$ cat src/rtl/muldiv_unit.sv
// Iterative 32-bit multiply/divide unit that owns the HI/LO registers.
// Each operation takes 32 shift-add or restoring-divide steps plus one sign-fix cycle.
module muldiv_unit (
    input  logic        clk,
    input  logic        rst,
    input  logic        start,
    input  logic [1:0]  op,
    input  logic [31:0] A,
    input  logic [31:0] B,
    input  logic        hi_we,
    input  logic        lo_we,
    input  logic [31:0] wdata,
    output logic        busy,
    output logic        done,
    output logic [31:0] hi,
    output logic [31:0] lo
);

    localparam logic [1:0] S_IDLE = 2'd0;
    localparam logic [1:0] S_RUN  = 2'd1;
    localparam logic [1:0] S_FIN  = 2'd2;

    logic [1:0]  r_state;
    logic [4:0]  r_cnt;
    logic [63:0] r_acc;    // multiply: {partial, multiplier}; divide: {remainder, dividend/quotient}
    logic [31:0] r_opnd;   // multiplicand or divisor magnitude
    logic        r_is_div;
    logic        r_signed;
    logic        r_sign_a;
    logic        r_sign_b;
    logic        r_div0;
    logic        r_done;
    logic [31:0] r_hi;
    logic [31:0] r_lo;

    logic        w_op_signed;
    logic [31:0] w_abs_a;
    logic [31:0] w_abs_b;
    logic [32:0] w_mul_sum;
    logic [32:0] w_div_shift;
    logic [33:0] w_div_diff;
    logic [63:0] w_acc_step;
    logic        w_neg_res;
    logic [63:0] w_prod_fix;
    logic [31:0] w_quo_fix;
    logic [31:0] w_rem_fix;
    logic        w_unused;

    assign w_op_signed = ~op[0];
    assign w_abs_a     = (w_op_signed && A[31]) ? -A : A;
    assign w_abs_b     = (w_op_signed && B[31]) ? -B : B;

    assign w_mul_sum   = {1'b0, r_acc[63:32]} + (r_acc[0] ? {1'b0, r_opnd} : 33'd0);
    assign w_div_shift = r_acc[63:31];
    assign w_div_diff  = {1'b0, w_div_shift} - {2'b00, r_opnd};

    // A negative trial difference means restore: keep the shifted remainder, quotient bit 0.
    always_comb begin
        w_acc_step = r_acc;
        if (!r_is_div)
            w_acc_step = {w_mul_sum, r_acc[31:1]};
        else if (!w_div_diff[33])
            w_acc_step = {w_div_diff[31:0], r_acc[30:0], 1'b1};
        else
            w_acc_step = {w_div_shift[31:0], r_acc[30:0], 1'b0};
    end

    assign w_neg_res  = r_signed & (r_sign_a ^ r_sign_b);
    assign w_prod_fix = w_neg_res ? -r_acc : r_acc;
    assign w_quo_fix  = w_neg_res ? -r_acc[31:0] : r_acc[31:0];
    assign w_rem_fix  = (r_signed && r_sign_a) ? -r_acc[63:32] : r_acc[63:32];
    assign w_unused   = ^{w_div_diff[32]};

    always_ff @(posedge clk) begin
        if (rst) begin
            r_state  <= S_IDLE;
            r_cnt    <= 5'd0;
            r_acc    <= 64'd0;
            r_opnd   <= 32'd0;
            r_is_div <= 1'b0;
            r_signed <= 1'b0;
            r_sign_a <= 1'b0;
            r_sign_b <= 1'b0;
            r_div0   <= 1'b0;
            r_done   <= 1'b0;
            r_hi     <= 32'd0;
            r_lo     <= 32'd0;
        end else begin
            r_done <= 1'b0;
            case (r_state)
                S_IDLE: begin
                    if (start) begin
                        r_state  <= S_RUN;
                        r_cnt    <= 5'd0;
                        r_is_div <= op[1];
                        r_signed <= w_op_signed;
                        r_sign_a <= w_op_signed & A[31];
                        r_sign_b <= w_op_signed & B[31];
                        r_div0   <= (B == 32'd0);
                        if (op[1]) begin
                            r_acc  <= {32'd0, w_abs_a};
                            r_opnd <= w_abs_b;
                        end else begin
                            r_acc  <= {32'd0, w_abs_b};
                            r_opnd <= w_abs_a;
                        end
                    end else begin
                        if (hi_we)
                            r_hi <= wdata;
                        if (lo_we)
                            r_lo <= wdata;
                    end
                end
                S_RUN: begin
                    r_acc <= w_acc_step;
                    r_cnt <= r_cnt + 5'd1;
                    if (r_cnt == 5'd31)
                        r_state <= S_FIN;
                end
                S_FIN: begin
                    r_state <= S_IDLE;
                    r_done  <= 1'b1;
                    if (!r_is_div) begin
                        r_hi <= w_prod_fix[63:32];
                        r_lo <= w_prod_fix[31:0];
                    end else begin
                        // Zero divisor leaves the dividend as remainder; only LO needs overriding.
                        r_hi <= w_rem_fix;
                        r_lo <= r_div0 ? 32'hFFFF_FFFF : w_quo_fix;
                    end
                end
                default: r_state <= S_IDLE;
            endcase
        end
    end

    assign busy = (r_state != S_IDLE);
    assign done = r_done;
    assign hi   = r_hi;
    assign lo   = r_lo;

endmodule
$ cat config.mk
export PLATFORM = sky130hd
export DESIGN_NAME = muldiv_unit
export DESIGN_NICKNAME = d
export VERILOG_FILES = /design/src/rtl/muldiv_unit.sv
export SDC_FILE = /design/constraint.sdc
export NUM_CORES = 1
export LEC_CHECK = 0
export CAP_MARGIN = 20
export CORE_MARGIN = 8
export CORE_UTILIZATION = 45
export DETAILED_ROUTE_END_ITERATION = 16
export GPL_TIMING_DRIVEN = 0
export PLACE_DENSITY_LB_ADDON = 0.3
export SYNTH_ARGS = -nofsm -noshare
export SYNTH_HDL_FRONTEND = slang
export SYNTH_SLANG_ARGS = --single-unit
$ cat constraint.sdc
create_clock -name clk -period 3.1 [get_ports clk]
set_clock_uncertainty 0.15 [all_clocks]
set_input_delay 0.775 -clock clk [delete_from_list [all_inputs] [get_ports clk]]
set_output_delay 0.775 -clock clk [all_outputs]
set_load 0.05 [all_outputs]
==> results of run 1 <==
## layer usage
metal  up-vias  routed length (um)  GRT usage (%)
met5         -                   0              0
met4         0                2760           11.6
met3       147                5660           4.99
met2       944               26700           45.8
met1      7844               25800           39.9
li1       7609                   -              -
## worst reg2reg max path, cell delays in order, from the launching register on
cell and delay, ps:
dfxtp_4 380, clkinvlp_4 230, buf_8 240, nor2_1 200, ha_4 260, a21o_1 210, nand4_1 110, a31oi_2 140
or3_4 420, o22ai_4 150, o21bai_1 130, a31oi_1 250, xor2_1 190, o211ai_1 120
## stage by stage
step	std cells	cell area, um^2
after floorplan	1921	14600
after detailed placement	2498	16800
after global placement	2497	16800
after CTS	2571	18500
after global routing	2611	19800
final	2611	19800
## layout make-up
cell class                 instances  area, um^2
sequential                       173        3520
clock buffer                      17         425
fill                            2753       12400
buffer                           117         561
tap                              408         510
inverter                          69         264
clock inverter                    15         194
timing repair buffer             257        2390
multi-input combinational       1555       12000
## power breakdown
group / internal (W) / switching [W] / total (W)
Clock: 0.00117 / 0.00114 / 0.00231
Combinational: 0.00104 / 0.00156 / 0.00259
Sequential: 0.00235 / 0.000153 / 0.00250
## cells by family (layout without fill, tap and decap cells)
family | Yosys count | count (layout) | share of synthesized area (%)
AOI/OAI and AO/OA | 636 | 636 | 29.5
buffers and inverters | 193 | 475 | 5.19
DFF | 173 | 173 | 23.8
and+or+nand+nor | 598 | 598 | 19.5
muxes | 83 | 83 | 5.77
xor gates and xnor gates | 166 | 166 | 9.99
adders and majority gates | 72 | 72 | 6.29
## cell usage after synthesis (6+ instances only)
cell type and number:
a2111oi_0 6, a211oi_1 92, a21o_1 29, a21oi_1 181, a221o_1 7, a221oi_1 10
a22oi_1 13, a311oi_1 6, a31oi_1 25, and2_1 8, and3_1 9, buf_1 17
buf_2 9, clkbuf_1 94, dfxtp_1 173, ha_1 70, inv_1 67, mux2_2 7
mux2i_1 76, nand2_1 184, nand2b_1 16, nand3_1 27, nand4_1 7, nor2_1 212
nor2b_1 16, nor3_1 36, nor4_1 11, o211ai_1 34, o21a_1 8, o21ai_0 78
o21ai_1 17, o21bai_1 12, o221ai_1 32, o22ai_1 6, o31ai_1 28, o41ai_1 11
or2_2 6, or3_1 16, or4_1 13, xnor2_1 85, xor2_1 81
## registers in the layout, indices dropped and copies added, names as in the netlist
signal    cells
r_state       2
r_opnd       32
done          1
r_sign_b      1
r_acc        64
lo           32
hi           32
r_signed      1
r_div0        1
r_is_div      1
r_cnt         5
r_sign_a      1
## worst paths after layout
path                                               end  slack (ps)  cells past startpoint
worst max-delay path            r_acc[60]$_SDFFE_PP0P_        -210                     13
worst min-delay path               lo[25]$_SDFFE_PP0P_         310                      2
worst max register to register  r_acc[60]$_SDFFE_PP0P_        -210                     13
worst min register to register     lo[25]$_SDFFE_PP0P_         310                      2
## repair_timing
| item | 4_1_cts | 5_1_grt |
|---|---|---|
| setup buffers | 45 | 41 |
| cloned | 0 | 2 |
| setup endpoints to repair | 111 | 89 |
| pin swaps | 74 | 104 |
| gates resized for setup | 209 | 229 |
==> impl_metrics.ini, run 1 <==
[outcome]
status = finished with violations
failed_checks = setup timing

[critical_path]
critPathLaunch = r_acc[0]$_SDFFE_PP0P_
slowest_stage = or3_4
required_ps = 3260
crit_path_max_fanout = 7
path_class = reg2reg
crit_chain = clkinvlp_4 -> buf_8 -> nor2_1 -> ha_4 -> a21o_1 -> nand4_1 -> a31oi_2 -> or3_4 -> o22ai_4 -> o21bai_1 -> a31oi_1 -> xor2_1 -> o211ai_1
arrival_ps = 3470
reg2reg_from = r_acc[0]$_SDFFE_PP0P_
max_stage_delay_ps = 420
cp_top_family = compound AO/OA/AOI/OAI gates
crit_buf_inv = 2
endpoint_kind = flip-flop
startpoint_type = flip-flop

[yosys]
synth.distinct_cells = 87
synth_area_leader_cell = dfxtp_1
synth.top_cell.area_share_pct = 23.8
synth-seq-area-share_pct = 23.8
synthArstFlopShare_pct = 0
synth_area_um2 = 14600
synthCells = 1921
yosysWarningCount = 0
synthTopCellsByArea = dfxtp_1 (24%), a21oi_1 (6.2%), ha_1 (6.0%)
synth-edff-count = 0
synth_nets = 2096
ys_seq_elements = 173
synth_ff_type = dfxtp_1
avgSynthCellArea_um2 = 7.58

[sta]
min_period_ps = 3310
setup_viol = 19
hold_viol = 0
slew_viol_final = 0
layout_setup_ws_ps = -207
finalSetupTns_ps = -1420
rsz0062_at_grt = true
fmax_mhz = 302
max_slew_margin_pct = 37.2
period_share_pct = 107
worst_pin_slew_ps = 941
hold_slack_ps = 305

[place]
gp_congestion = 0.962
portBuffers = 168
dp_hpwl_mm = 46.0
place_ws_ps = -1150

[floorplanning]
die_area_um2 = 38400
die_h_um = 196
io_pins = 169
start_util_pct = 45.2
rows = 66
dieWidth_um = 196
core_area_um2 = 32200

[power_and_ir_drop]
power_density_nw_per_um2 = 374
p_leak_nw = 7.40
power.total_w = 0.00741
ir_drop_uv = 353

[global_routing]
grt_pass1_wl_mm = 89.1
antenna_found_initial = 0
grt_max_degree = 20
overflow = 0
grt_usage_pct = 29.4
grt_pass1_vias = 15200

[clock_tree]
ctsLongestPathBuffers = 2
htree_levels = 4
clkLatencyLatePin_ps = 460
root_buffer = clkbuf_16
hold_buffers = 0
cts_tree = built
cts-buffers-inserted = 17
cts.clk_slew.worst_paths_ps = 80
cts_sinks = 173

[flow_run]
drv_cap = 0

[drt]
first_pass_iters = 5
drt_first_iter_violations = 1756
drc_errors = 0
num_vias = 16500
wl_mm = 61.0
via_per_inst = 6.34
drtAntennaViolNets = 0
routedWlPerCell_um = 23.3

[hold_path]
worstHoldPathType = reg2reg
hold_start = lo[25]$_SDFFE_PP0P_

[final_layout]
nets = 2365
area_growth_syn_to_layout_pct = 36.1
drive_gt1_share_pct = 20.4
layout_common_cells = nand2_1 (177), nor2_1 (177), a21oi_1 (158)
antenna_cells = 0
utilization_pct = 61.5
Note: power is estimated with default switching activity, not from simulation.
==> inputs of run 2 (changes only) <==
--- a/config.mk
+++ b/config.mk
@@ -10,6 +10,7 @@
 export CORE_UTILIZATION = 45
 export DETAILED_ROUTE_END_ITERATION = 16
 export GPL_TIMING_DRIVEN = 0
+export HOLD_SLACK_MARGIN = 0.03
 export PLACE_DENSITY_LB_ADDON = 0.3
 export SYNTH_ARGS = -nofsm -noshare
 export SYNTH_HDL_FRONTEND = slang
==> results of run 2 <==
Same layout as run 1: the final DEF is identical, and so are final timing and power.
==> inputs of run 3 (changes only) <==
--- a/config.mk
+++ b/config.mk
@@ -8,10 +8,12 @@
 export CAP_MARGIN = 20
 export CORE_MARGIN = 8
 export CORE_UTILIZATION = 45
+export CTS_CLUSTER_DIAMETER = 30
 export DETAILED_ROUTE_END_ITERATION = 16
+export DONT_BUFFER_PORTS = 1
 export GPL_TIMING_DRIVEN = 0
 export HOLD_SLACK_MARGIN = 0.03
-export PLACE_DENSITY_LB_ADDON = 0.3
+export PLACE_DENSITY = 0.72
 export SYNTH_ARGS = -nofsm -noshare
 export SYNTH_HDL_FRONTEND = slang
 export SYNTH_SLANG_ARGS = --single-unit
==> run 3 against run 2 <==
The flow still finishes with violations (setup timing). Clock-buffer cell count did not move. First-iteration DRC count rose by 16%. Final area fell by 13%. Fmax rose by 6.6%. Clock power fell by 3%. Wire length fell by 3.5%. Power fell by 4.8%. Critical path depth did not move. Non-clock buffer count fell by 190. Worst hold slack got worse by 46 ps. Flip-flop and latch count did not move. Largest power group is now registers.
==> impl_metrics.ini, run 3 (same netlist as run 1, synthesis figures left out) <==
[outcome]
status = finished with violations
failed_checks = setup timing

[final_layout]
drive_gt1_share_pct = 16.2
largest_register_ffs = 64
area_growth_syn_to_layout_pct = 18.6
nets = 2175
utilization_pct = 53.6
layout_common_cells = nor2_1 (203), nand2_1 (181), a21oi_1 (167)
mostFrequentLayoutCell = nor2_1
n_fill_cell = 3014
regMostFlops = r_acc
stdcell_area_um2 = 17300

[clock_tree]
cts_sinks = 173
cts-buffers-inserted = 17
cts_tree = built
ctsLongestPathBuffers = 2
htree_levels = 4
clkLatencyLatePin_ps = 460
root_buffer = clkbuf_16
cts.clk_slew.worst_paths_ps = 90
hold_buffers = 0

[power_and_ir_drop]
power.total_w = 0.00705
power_density_nw_per_um2 = 408
ir_drop_uv = 416
p_leak_nw = 6.51

[floorplanning]
core_area_um2 = 32200
die_h_um = 196
io_pins = 169
die_area_um2 = 38400
start_util_pct = 45.2
rows = 66
dieWidth_um = 196

[global_routing]
overflow = 0
grt_pass1_wl_mm = 86.7
grt_max_degree = 21
grt_pass1_vias = 14500
grt_usage_pct = 28.7
antenna_found_initial = 0

[critical_path]
startpoint_type = flip-flop
crit_buf_inv = 3
reg2reg_slack_ps = -1
endpoint_kind = flip-flop
slowest_stage = or4b_4
crit_path_max_fanout = 6
worstReg2RegEnd = hi[2]$_SDFFE_PP0P_
max_stage_delay_ps = 490
cp_top_family = simple AND/OR/NAND/NOR gates
required_ps = 3280
arrival_ps = 3280
path_class = reg2reg
reg2reg_from = r_acc[0]$_SDFFE_PP0P_
reg2reg_depth = 13
crit_chain = inv_6 -> clkbuf_16 -> ha_4 -> or4b_4 -> nor4_4 -> and2_4 -> nand2_4 -> o31ai_4 -> buf_4 -> o21ai_1 -> xor2_1 -> nor2_2 -> a211oi_2

[drt]
met3WireLength_mm = 6.91
first_pass_iters = 7
drc_errors = 0
dr_wl_met2_mm = 25.9
highest_layer = met4
wl_mm = 58.8
drtAntennaViolNets = 0
routedWlPerCell_um = 24.3
via_per_inst = 6.57
wl_met1_mm = 23.9
drt_first_iter_violations = 2031
num_vias = 15900

[sta]
max_slew_margin_pct = 41.2
layout_setup_ws_ps = -1.40
setup_viol = 1
worst_pin_slew_ps = 882
min_period_ps = 3100
hold_viol = 0
finalSetupTns_ps = -1.40
slew_viol_final = 0
rsz0062_at_grt = true
fmax_mhz = 322
period_share_pct = 100

[hold_path]
hold_start = op[0]
hold_depth = 1
worstHoldEndpoint = r_signed$_SDFFE_PP0P_
worstHoldPathType = in2reg

[place]
portBuffers = 0
gp_congestion = 0.969
dp_hpwl_mm = 45.2
place_ws_ps = -948
dpl-instance-area_um2 = 15100

[flow_run]
drv_cap = 0
-- run 3: cell types whose count changed in the layout (fill, tap and decap cells not counted), sizes merged --
cell | before | now
clkdlybuf4s50 | 141 | 0
buf | 121 | 96
dlymetal6s2s | 12 | 0
dlygate4sd2 | 11 | 0
bufinv | 1 | 0
clkbuf | 106 | 105
diode | 0 | 1
inv | 73 | 74
-- run 3: area by class of cell --
class | count | area [um^2] | share of cell area [%]
clock inverters | 15 | 184 | 1.07
clock buffers | 17 | 425 | 2.46
flip-flops and latches | 173 | 3530 | 20.5
well taps | 408 | 510 | 2.96
plain buffers | 117 | 566 | 3.28
repair buffers | 67 | 528 | 3.06
multi-input cells | 1555 | 11300 | 65.2
diodes | 1 | 2.50 | 0.0145
inverters | 69 | 265 | 1.54
-- run 3: where the power goes --
part | leakage [nW] | total, W | switching (W) | internal [W]
sequential | 1.43 | 0.00264 | 0.000300 | 0.00234
combinational | 4.79 | 0.00215 | 0.00130 | 0.000853
clock | 0.289 | 0.00225 | 0.00116 | 0.00110
total | 6.51 | 0.00705 | 0.00275 | 0.00429
-- run 3: per-layer routing --
| layer | global-route usage (%) | vias up |
|---|---|---|
| li1 | - | 7240 |
| met1 | 37.5 | 7565 |
| met2 | 45.1 | 968 |
| met3 | 7.69 | 140 |
| met4 | 9.97 | 0 |
| met5 | 0 | - |
-- run 3: metrics by stage --
| step | hold slack (ps) | std cells |
|---|---|---|
| detailed placement | 295 | 2330 |
| floorplan | 278 | 1921 |
| global route | 255 | 2421 |
| global placement | 294 | 2329 |
| CTS | 254 | 2389 |
| finish | 259 | 2422 |
-- run 3: timing repair --
action	in CTS	in global routing
resized for setup	138	126
buffers inserted	30	35
pin swaps	40	60
gates cloned	0	1
endpoints found under the setup margin	73	77
-- run 3: worst max path at each step --
stage,end,from,depth (start not counted),slack (ps)
3_3_place_gp,r_acc[61]$_SDFFE_PP0P_,r_acc[0]$_SDFFE_PP0P_,13,-900
4_1_cts,r_acc[62]$_SDFFE_PP0P_,r_acc[31]$_SDFFE_PP0P_,13,-4
3_5_place_dp,r_acc[61]$_SDFFE_PP0P_,r_acc[0]$_SDFFE_PP0P_,13,-950
5_1_grt,r_acc[61]$_SDFFE_PP0P_,r_acc[0]$_SDFFE_PP0P_,13,-70
6_report,hi[2]$_SDFFE_PP0P_,r_acc[0]$_SDFFE_PP0P_,13,-1
2_1_floorplan,r_acc[48]$_SDFFE_PP0P_,r_acc[0]$_SDFFE_PP0P_,13,30
